**src/rtl/dm_cache_ctrl.sv**
```systemverilog
// Controller for a 512-line direct-mapped, write-back, write-allocate cache.
// Performs tag compare, hit service, dirty-line write-back and line refill.
module dm_cache_ctrl (
    input  logic         clk,
    input  logic         rst_n,
    input  logic         cpu_valid,
    input  logic         cpu_rw,
    input  logic [31:0]  cpu_addr,
    input  logic [31:0]  cpu_wdata,
    output logic [31:0]  cpu_rdata,
    output logic         cpu_ready,
    output logic [8:0]   tag_index,
    output logic         tag_we,
    output logic [19:0]  tag_wdata,
    input  logic [19:0]  tag_rdata,
    output logic [8:0]   data_index,
    output logic         data_we,
    output logic [255:0] data_wdata,
    input  logic [255:0] data_rdata,
    output logic         mem_valid,
    output logic         mem_rw,
    output logic [31:0]  mem_addr,
    output logic [255:0] mem_wdata,
    input  logic [255:0] mem_rdata,
    input  logic         mem_ready,
    output logic [1:0]   fsm_state
);

    typedef enum logic [1:0] {
        IDLE        = 2'd0,
        COMPARE_TAG = 2'd1,
        WRITE_BACK  = 2'd2,
        ALLOCATE    = 2'd3
    } state_t;

    state_t      state;
    logic [31:0] req_addr;
    logic        req_rw;
    logic [31:0] req_wdata;
    logic        hit;
    logic [7:0]  word_base;

    assign fsm_state = state;
    assign hit       = tag_rdata[19] && (tag_rdata[17:0] == req_addr[31:14]);
    assign word_base = {req_addr[4:2], 5'b0};

    always_ff @(posedge clk or negedge rst_n) begin
        if (!rst_n) begin
            state     <= IDLE;
            req_addr  <= '0;
            req_rw    <= 1'b0;
            req_wdata <= '0;
        end else begin
            case (state)
                IDLE: begin
                    if (cpu_valid) begin
                        req_addr  <= cpu_addr;
                        req_rw    <= cpu_rw;
                        req_wdata <= cpu_wdata;
                        state     <= COMPARE_TAG;
                    end
                end
                COMPARE_TAG: begin
                    if (hit)
                        state <= IDLE;
                    else if (tag_rdata[19] && tag_rdata[18])
                        state <= WRITE_BACK;
                    else
                        state <= ALLOCATE;
                end
                WRITE_BACK: if (mem_ready) state <= ALLOCATE;
                ALLOCATE:   if (mem_ready) state <= COMPARE_TAG;
                default:    state <= IDLE;
            endcase
        end
    end

    // Memory ports see the incoming address while idle so the tag read is
    // already valid in the first COMPARE_TAG cycle.
    always_comb begin
        tag_index  = (state == IDLE) ? cpu_addr[13:5] : req_addr[13:5];
        data_index = tag_index;
        cpu_rdata  = '0;
        cpu_ready  = 1'b0;
        tag_we     = 1'b0;
        tag_wdata  = '0;
        data_we    = 1'b0;
        data_wdata = '0;
        mem_valid  = 1'b0;
        mem_rw     = 1'b0;
        mem_addr   = '0;
        mem_wdata  = '0;
        case (state)
            COMPARE_TAG: begin
                if (hit) begin
                    cpu_ready = 1'b1;
                    if (req_rw) begin
                        data_we    = 1'b1;
                        data_wdata = data_rdata;
                        data_wdata[word_base +: 32] = req_wdata;
                        tag_we     = 1'b1;
                        tag_wdata  = {1'b1, 1'b1, req_addr[31:14]};
                    end else begin
                        cpu_rdata = data_rdata[word_base +: 32];
                    end
                end
            end
            WRITE_BACK: begin
                mem_valid = 1'b1;
                mem_rw    = 1'b1;
                mem_addr  = {tag_rdata[17:0], req_addr[13:5], 5'b0};
                mem_wdata = data_rdata;
            end
            ALLOCATE: begin
                mem_valid = 1'b1;
                mem_addr  = {req_addr[31:5], 5'b0};
                if (mem_ready) begin
                    data_we    = 1'b1;
                    data_wdata = mem_rdata;
                    tag_we     = 1'b1;
                    tag_wdata  = {1'b1, 1'b0, req_addr[31:14]};
                end
            end
            default: ;
        endcase
    end

endmodule
```
**config.mk**
```make
export PLATFORM = sky130hd
export DESIGN_NAME = dm_cache_ctrl
export DESIGN_NICKNAME = d
export VERILOG_FILES = /design/src/rtl/dm_cache_ctrl.sv
export SDC_FILE = /design/constraint.sdc
export NUM_CORES = 1
export LEC_CHECK = 0
export ABC_AREA = 1
export BUFFER_PORTS_ARGS = -buffer_cell sky130_fd_sc_hd__buf_2
export CELL_PAD_IN_SITES_DETAIL_PLACEMENT = 1
export CELL_PAD_IN_SITES_GLOBAL_PLACEMENT = 1
export CORE_AREA = 2 2 475 477
export DETAILED_ROUTE_END_ITERATION = 10
export DIE_AREA = 0 0 477 479
export PLACE_DENSITY = 0.33
export SYNTH_ARGS = -nofsm -noshare
export SYNTH_HDL_FRONTEND = slang
export SYNTH_SLANG_ARGS = --single-unit
```
**constraint.sdc**
```tcl
create_clock -name clk -period 4.2 [get_ports clk]
set_input_delay 0.42 -clock clk [delete_from_list [all_inputs] [get_ports clk]]
set_output_delay 0.42 -clock clk [all_outputs]
set_load 0.005 [all_outputs]
```
==> results_dict.tcl <==
set metrics [dict create \
    design_area_mm2 0.0269 \
    clock_latency_ns 0.43 \
    drt_iter0_drc 1760 \
    core_mm2 0.224 \
    crit_buf_inv 3 \
    hold_class "in2async" \
    cts_tree "yes" \
    ir_drop_mv 0.566 \
    crit_type "reg2out" \
    synth-adder-area-share_pct 0.765 \
    synthCells 3374 \
    timing.rr.end "req_wdata[24]" \
    hold_viol 0 \
    crit_path_frequent_cell "nand2_1" \
    max_slew.worst_pin.slew_ns 1.24 \
    area_delta_synth_final_pct 64.4 \
    track_usage_pct 23.4 \
    antenna_found_initial 165 \
    powerDensity_mw_per_mm2 560 \
    port_buffers 1214 \
    ant_nets 0 \
    firstDrtPassIters 6 \
    die_w_um 477 \
    synthMuxAreaShare_pct 0 \
    synth_compound_area_share_pct 18.1 \
    routed_wl_mm 278 \
    start_kind "flop" \
    cts_made_buffers 9 \
    viasPerCell 3.79 \
    cts_root_buf "clkbuf_16" \
    period_share_pct 96.0 \
    rsz0062_at_grt "no" \
    grt_pass1_vias 29000 \
    die_h_um 479 \
    finalSetupTns_ns 0 \
    synth_cell_types 36 \
    clkTransAtPathRegs_ns 0.07 \
    p_leak_nw 16.5 \
    synth_xor_area_share_pct 0.0535 \
    power_w 0.0151 \
    synth_top_family_by_area "simple AND/OR/NAND/NOR gates" \
    gp_congestion 0.869 \
    fillerInstances 28100 \
    syn_area_per_cell_um2 4.85 \
    cp-end-kind "primary output" \
    slowest_delay_ns 0.77 \
    drive_gt1_share_pct 32.3 \
    layout.nets 5084 \
    initial_core_util_pct 7.32 \
    grt_max_degree 166 \
    netlist_area_mm2 0.0164 \
    arrival_ns 3.61 \
    clock_skew_ns 0.0181 \
    async_flop_share_pct 100 \
    io_pins 1222 \
    fin_crit_ns 4.03 \
    drv_cap 0 \
    ys_ff_latch 65 \
    crit_fanout 35 \
    crit_chain "inv_4 > ha_2 > ha_1 > inv_1 > nand2_8 > nor3_1 > nand2_1 > o21ai_0 > nand4_1 > nand2_1 > buf_2" \
    outcome "complete, no violations" \
    detail_route.wl_per_cell_um 37.0 \
    fin_util_pct 12.0 \
    dieArea_mm2 0.228 \
    dpl.hpwl_mm 240 \
    ys_warn_count 0 \
    cp_data_required_time_ns 3.78 \
    slew_violations 0 \
    max_freq_mhz 248 \
    rows 174 \
    cts_setup_buffers 0 \
    slowest_stage "nor3_1" \
    setup_viol 0 \
    placed_area_mm2 0.0265 \
    seq_area_frac_synth_pct 9.94 \
    max-slew-margin-rel_pct 17.2 \
    yosys.area_share.simple_pct 49.3 \
    rr_worst_depth 6 \
    holdBufCountCts 0 \
    clockBufferDepth 2 \
    cts_max_level 3 \
    rr_startpoint "fsm_state[0]" \
    ys.flop_type "dfrtp_1" \
    grt_overflow 0 \
    drcViolationCount 0 \
    r2r_setup_slack_ns 1.61 \
    grt_first_pass_wirelength_mm 343 \
    dr_total_vias 28500 \
    synth-edff-count 0 \
    numClockSinks 65 \
    crit_family "simple AND/OR/NAND/NOR gates" \
]
-- stage by stage --
| stage | cells | worst slack [ns] | hold WS (ns) |
|---|---|---|---|
| finish | 7517 | 0.167 | 0.0251 |
| global route | 7486 | 0.00635 | 0.0509 |
| CTS | 7470 | 0.00583 | 0.0214 |
| detailed placement | 7454 | 0.338 | 0.511 |
| global placement | 7454 | 0.317 | 0.505 |
| floorplan | 3378 | 1.29 | 0.124 |
-- worst reg2reg max path, stage by stage (launching register included) --
cell and delay (ns):
dfrtp_1 0.46, inv_1 0.16, ha_1 0.64, nand2_4 0.54, buf_12 0.40, nor2_1 0.18
a21oi_1 0.05
-- state kept, by name, summed over array words and instances (netlist names) --
name / cells
req_addr: 30
fsm_state: 2
req_rw: 1
req_wdata: 32
-- Yosys cell counts, types with 2 or more instances --
library cell | n | share of area, %
o21ai_1 | 44 | 1.3
o22ai_1 | 19 | 0.73
buf_4 | 19 | 0.87
clkbuf_2 | 2 | 0.061
o211ai_1 | 32 | 1.5
o21ai_0 | 305 | 9.3
nor3_4 | 4 | 0.40
nor3_1 | 59 | 1.8
inv_2 | 10 | 0.23
nor2_4 | 2 | 0.14
nand2_2 | 2 | 0.076
clkinv_1 | 5 | 0.11
inv_1 | 528 | 12
buf_6 | 16 | 1.1
buf_2 | 57 | 1.7
buf_1 | 41 | 0.94
dfrtp_1 | 65 | 9.9
ha_1 | 10 | 0.76
a21oi_1 | 163 | 5.0
nand4_1 | 278 | 11
nor2_1 | 193 | 4.4
nand2_1 | 1242 | 28
buf_8 | 11 | 1.0
nand3_1 | 96 | 2.9
clkbuf_1 | 158 | 3.6
o221ai_1 | 3 | 0.16
-- cell type report --
cell class / instances / area [µm²] / area share [%]
clock buffer: 12 / 236 / 0.879
tap: 2992 / 3740 / 13.9
multi-input combinational: 2465 / 11300 / 41.9
antenna: 47 / 118 / 0.437
inverter: 544 / 2060 / 7.64
sequential: 65 / 1640 / 6.09
timing repair buffer: 1388 / 7820 / 29.0
clock inverter: 4 / 20.0 / 0.0744
-- layer usage --
layer | share of wire, % | global-route usage, % | vias to the layer above
met3 | 8.3 | 7.53 | 267
met4 | 2.3 | 5.05 | 66
met5 | 0.15 | 0 | -
met1 | 41 | 27.6 | 13800
li1 | - | - | 13000
met2 | 49 | 41.0 | 1324
-- worst max-delay path by stage --
| stage | startpoint | end | depth (start not counted) |
|---|---|---|---|
| 3_5_place_dp | req_addr[2] | data_wdata[249] | 13 |
| 5_1_grt | req_addr[2] | data_wdata[161] | 12 |
| 4_1_cts | req_addr[2] | data_wdata[60] | 12 |
| 2_1_floorplan | req_addr[2] | data_wdata[204] | 12 |
| 6_report | req_addr[2] | data_wdata[62] | 11 |
| 3_3_place_gp | req_addr[2] | data_wdata[249] | 13 |
-- timing repair --
action	CTS	global route
cloned	0	0
gates resized for setup	4	4
pin swaps	0	2
setup endpoints to repair	8	6
-- where the power goes --
part	switching (W)	total, W	internal [W]	leakage [nW]
logic	0.00998	0.0131	0.00307	15.7
registers	0.000274	0.00119	0.000915	0.691
clock network	0.000421	0.000818	0.000397	0.130
total	0.0107	0.0151	0.00438	16.5
-- cell families after synthesis --
group                    count (synthesis)
AND/OR/NAND/NOR                       1881
buffers and inverters                  848
AO/OA/AOI/OAI                          568
flip-flops                              65
adder cells (fa/ha/maj)                 10
XOR/XNOR                                 1
other                                    1
-- placed cells by master (no fill, tap or decap), types with 2 or more instances in the layout --
master | Yosys | layout
buf_4 | 19 | 150
o22ai_1 | 19 | 19
a21oi_1 | 163 | 163
ha_2 | 0 | 2
dfrtp_4 | 0 | 3
nor3_2 | 1 | 4
nor3_1 | 59 | 56
ha_1 | 10 | 6
nor2_1 | 193 | 193
nor3_4 | 4 | 4
inv_1 | 528 | 526
ha_4 | 0 | 2
buf_12 | 0 | 32
clkbuf_16 | 0 | 9
o21ai_0 | 305 | 305
inv_2 | 10 | 12
diode_2 | 0 | 47
nand2_1 | 1242 | 1239
o211ai_1 | 32 | 32
o21ai_1 | 44 | 44
o221ai_1 | 3 | 3
buf_6 | 16 | 2
nand4_1 | 278 | 278
dfrtp_1 | 65 | 61
clkinv_1 | 5 | 3
nor2_4 | 2 | 2
nand3_1 | 96 | 94
clkbuf_1 | 158 | 3
nand2_2 | 2 | 2
nand2_4 | 1 | 3
conb_1 | 1 | 5
buf_2 | 57 | 1204
clkinv_2 | 0 | 4
Power figures use the tool's default switching activity.
